===== src/rtl/fanout_fork_reg.sv =====
// fanout_fork_reg: registered eager-fork stage.
// Holds one word taken from a ready/valid producer and offers it to every
// active branch (branch_en & branch_sel). Each branch takes the word at most
// once per entry. The entry frees when every active branch has either taken
// it already or is taking it this cycle.
//
// Ports
//   clk, rst_n   clock, asynchronous active-low reset
//   flush        synchronous clear of the entry and the per-branch done bits
//   in_data      upstream payload
//   in_valid     upstream valid
//   in_ready     upstream ready (combinational from out_ready)
//   branch_en    per-branch enable
//   branch_sel   per-branch route select
//   out_data     held payload, shared by all branches
//   out_valid    per-branch valid
//   out_ready    per-branch ready

// Per-branch slice: done bit, offer and "not blocking release" term.
module fanout_fork_lane (
  input  logic clk,
  input  logic rst_n,
  input  logic clr,    // new entry, drain or flush: forget completion
  input  logic full,
  input  logic en,
  input  logic sel,
  input  logic rdy,
  output logic valid,
  output logic pass    // this branch does not hold the entry back
);
  logic done;
  logic active;

  assign active = en & sel;
  assign valid  = full & active & ~done;
  // Inactive branches never block; a branch that has already taken the
  // word or is taking it now is also out of the way.
  assign pass   = ~active | done | rdy;

  always_ff @(posedge clk or negedge rst_n) begin
    if (!rst_n)          done <= 1'b0;
    else if (clr)        done <= 1'b0;
    else if (valid & rdy) done <= 1'b1;
  end
endmodule

module fanout_fork_reg #(
  parameter int NUM_BRANCH = 7,
  parameter int DATA_WIDTH = 16
) (
  input  logic                  clk,
  input  logic                  rst_n,
  input  logic                  flush,
  input  logic [DATA_WIDTH-1:0] in_data,
  input  logic                  in_valid,
  output logic                  in_ready,
  input  logic [NUM_BRANCH-1:0] branch_en,
  input  logic [NUM_BRANCH-1:0] branch_sel,
  output logic [DATA_WIDTH-1:0] out_data,
  output logic [NUM_BRANCH-1:0] out_valid,
  input  logic [NUM_BRANCH-1:0] out_ready
);
  logic                  full;
  logic [DATA_WIDTH-1:0] data_q;
  logic [NUM_BRANCH-1:0] pass;
  logic                  drain;
  logic                  accept;
  logic                  clr;

  assign drain    = full & (&pass);
  // Drain and refill in the same cycle keeps one word per cycle flowing.
  assign in_ready = ~full | drain;
  assign accept   = in_valid & in_ready;
  assign clr      = flush | accept | drain;
  assign out_data = data_q;

  for (genvar i = 0; i < NUM_BRANCH; i++) begin : g_lane
    fanout_fork_lane u_lane (
      .clk   (clk),
      .rst_n (rst_n),
      .clr   (clr),
      .full  (full),
      .en    (branch_en[i]),
      .sel   (branch_sel[i]),
      .rdy   (out_ready[i]),
      .valid (out_valid[i]),
      .pass  (pass[i])
    );
  end

  // Flush wins over a simultaneous accept: the upstream sees a transfer
  // but the word is dropped and data_q keeps its old value.
  always_ff @(posedge clk or negedge rst_n) begin
    if (!rst_n) begin
      full   <= 1'b0;
      data_q <= '0;
    end else if (flush) begin
      full   <= 1'b0;
    end else if (accept) begin
      full   <= 1'b1;
      data_q <= in_data;
    end else if (drain) begin
      full   <= 1'b0;
    end
  end
endmodule


===== config.mk =====
export PLATFORM = sky130hd
export DESIGN_NAME = fanout_fork_reg
export DESIGN_NICKNAME = d
export VERILOG_FILES = /design/src/rtl/fanout_fork_reg.sv
export SDC_FILE = /design/constraint.sdc
export NUM_CORES = 1
export LEC_CHECK = 0
export CORE_MARGIN = 1
export CORE_UTILIZATION = 38
export CTS_BUF_LIST = sky130_fd_sc_hd__clkbuf_4 sky130_fd_sc_hd__clkbuf_8 sky130_fd_sc_hd__clkbuf_16
export DETAILED_ROUTE_END_ITERATION = 10
export DONT_BUFFER_PORTS = 1
export GPL_ROUTABILITY_DRIVEN = 0
export GPL_TIMING_DRIVEN = 0
export PLACE_DENSITY = 0.56
export SYNTH_ARGS = -nofsm -noshare
export SYNTH_HDL_FRONTEND = slang
export SYNTH_HIERARCHICAL = 1
export SYNTH_SLANG_ARGS = --single-unit

===== constraint.sdc =====
create_clock -name clk -period 2 [get_ports clk]
set_input_delay 0 -clock clk [delete_from_list [all_inputs] [get_ports clk]]
set_output_delay 0 -clock clk [all_outputs]
set_load 0.1 [all_outputs]

==> impl_metrics.toml <==
[critical_path]
crit_arrival_ns = 2.31
r2r_setup_slack_ns = -0.11
start_kind = "flop"
path_max_fanout = 5
crit_type = "reg2reg"
crit_path_start = "g_lane[0].u_lane/done"
endpoint_kind = "flop"
required_ns = 2.20
rr_startpoint = "g_lane[0].u_lane/done"

[routing]
drtIter0Drc = 26
wl_per_cell_um = 16.1
top_layer_used = "met4"
routed-wl-met2_um = 1380
wl_met3_um = 193
ant_nets = 0
route.detailed.vias_per_inst = 5.51
drt_first_pass_iters = 4
drc = 0
drt-total-wl_um = 2590
wl_met1_um = 1000
vias = 887

[timing]
worstMarginPinSlew_ns = 1.05
setup_violations = 16
max_freq_mhz = 474
period_needed_ns = 2.11
max-slew-margin-rel = 0.299
period_share = 1.06
rsz0062_at_grt = "true"
setup_ws_ns = -0.112
slew_viol_final = 0
finalClockSkew_ns = 0.00693
holdWs_ns = 0.0631
hold_viol = 0

[synth]
ys_types = 17
synth_top_family_by_area = "multiplexers"
yosys_warnings = 6
yosys.area_share.adder = 0
syn_avg_cell_area_um2 = 13.1
synthMuxAreaShare = 0.198
syn-num-nets = 125
netlist_instances = 84
ys_seq_elements = 24
ys_seq_area_frac = 0.546
synth-compound-area-share = 0.0728
netlist_area_um2 = 1100
yosys.area_share.simple = 0.170
synth_xor_area_frac = 0

[global_route]
grt_pass1_wl_um = 4330
first_global_vias = 1003
grt_max_degree = 25
grt_usage = 0.178
antenna_found_initial = 0
grt-ovfl-total = 0

[floorplanning]
die_h_um = 55.8
initial_core_util = 0.399
fp.dieW_um = 55.8
die_area_um2 = 3110
boundaryPins = 65
coreArea_um2 = 2760
rows = 19

[place]
dp_hpwl_um = 1640
portBuffers = 0
dp.cells = 115
place_area_um2 = 1220

[finish]
nFillCells = 221
multi_input_comb_area_um2 = 588
final_area_um2 = 1710
finalNonFillerCells = 161
drive_above_1_share = 0.323
regArea_um2 = 602
area_growth_syn_to_layout_pct = 55.5
fin_nets = 173
diodes = 0
final_util = 0.620

[worst_hold_path]
hold_class = "in2reg"
min-delay-start = "in_valid"

[cts]
cts_max_level = 1
clk_pin_slew_ns = 0.12
cts_tree = "built"
clk_latency_ns = 0.30
clockRootBuffer = "clkbuf_4"
cts-buffers-inserted = 3
clkSinkCount = 24
clock_tree.buffer_depth = 2

[pwr]
ir_drop_mv = 0.726
power_density_nw_per_um2 = 900
leakage_nw = 0.722

[status]
status = "finished with violations"
violations = "negative setup slack"

[job]
cap_viol_max_count = 0
cell families (layout without fill, tap and decap cells):
kind of cell | Yosys count | after routing
buf+inv | 2 | 48
compound gates | 10 | 10
flops | 24 | 24
mux | 16 | 16
simple gates | 32 | 32
area by class of cell:
type	count	share of cell area
Tap cell	31	0.0227
Buffer	1	0.0117
Sequential cell	24	0.352
Clock buffer	3	0.0132
Multi-Input combinational cell	58	0.344
Timing Repair Buffer	43	0.255
Inverter	1	0.00219
worst paths after layout:
check | end | depth (start not counted)
min in group asynchronous | g_lane[4].u_lane/done | 2
max in group asynchronous | full | 2
max reg2reg | out_data[3] | 6
min | g_lane[4].u_lane/done | 4
min reg2reg | g_lane[4].u_lane/done | 4
max | out_data[3] | 6
critical path: stages, from the launching register on:
cell and delay (ns):
dfrtp_1 0.43, or3_4 0.16, nand3_4 0.07, o21ai_4 0.66, nand3b_4 0.18, clkbuf_16 0.21, mux2_4 0.29
synth_stat cells:
| library cell | number | share of area |
|---|---|---|
| dfrtp_1 | 24 | 0.55 |
| mux2_4 | 10 | 0.14 |
| a41oi_1 | 7 | 0.056 |
| nand2_1 | 7 | 0.024 |
| nor2_1 | 7 | 0.024 |
| nor3b_1 | 7 | 0.048 |
| or3_1 | 7 | 0.040 |
| mux2_2 | 6 | 0.061 |
| a21oi_1 | 1 | 0.0045 |
| buf_6 | 1 | 0.010 |
| inv_1 | 1 | 0.0034 |
| nand2b_1 | 1 | 0.0057 |
| nand3_1 | 1 | 0.0045 |
| nand3b_4 | 1 | 0.018 |
| nand4_1 | 1 | 0.0057 |
| o21ai_0 | 1 | 0.0045 |
| o21ai_2 | 1 | 0.0080 |
report_power, final:
| group | internal [mW] | switching [mW] |
|---|---|---|
| combinational | 0.160 | 0.119 |
| sequential | 0.539 | 0.519 |
| clock | 0.0702 | 0.132 |
timing repair:
action,CTS,global route
cloned,0,1
endpoints found under the setup margin,30,23
buffers inserted,7,1
hold endpoints to repair,48,0
pin swaps,2,4
resized for setup,1,5
hold buffers,34,0
per-layer routing:
layer  vias to the layer above  track usage
met5                         -            0
met1                       433        0.192
met4                         0       0.0536
met3                         2       0.0465
li1                        410            -
met2                        42        0.336
stage by stage:
| stage | worst slack (ns) | power [mW] | setup TNS (ns) |
|---|---|---|---|
| final | -0.112 | 1.54 | -1.46 |
| after global routing | -0.176 | 1.61 | -3.02 |
| after CTS | -0.0894 | 1.55 | -1.06 |
| after detailed placement | -0.241 | 1.27 | -3.20 |
| after global placement | -0.173 | 1.25 | -1.86 |
| after floorplan | -0.0212 | 1.23 | -0.212 |
sequential cells by signal (all words and copies together) (netlist names):
| name | flops |
|---|---|
| g_lane.u_lane/done | 7 |
| full | 1 |
| out_data | 16 |
cell usage in the layout, fill, tap and decap left out, types with 2 or more instances in the layout:
cell type	netlist	layout
buf_12	0	2
nand2_1	7	7
nor2_1	7	7
or3_1	7	6
dlygate4sd3_1	0	33
mux2_4	10	10
dfrtp_1	24	23
clkbuf_4	0	3
mux2_2	6	6
nor3b_4	0	7
a41oi_1	7	7
buf_4	0	8
No activity file was read; power rests on OpenSTA's default activity.
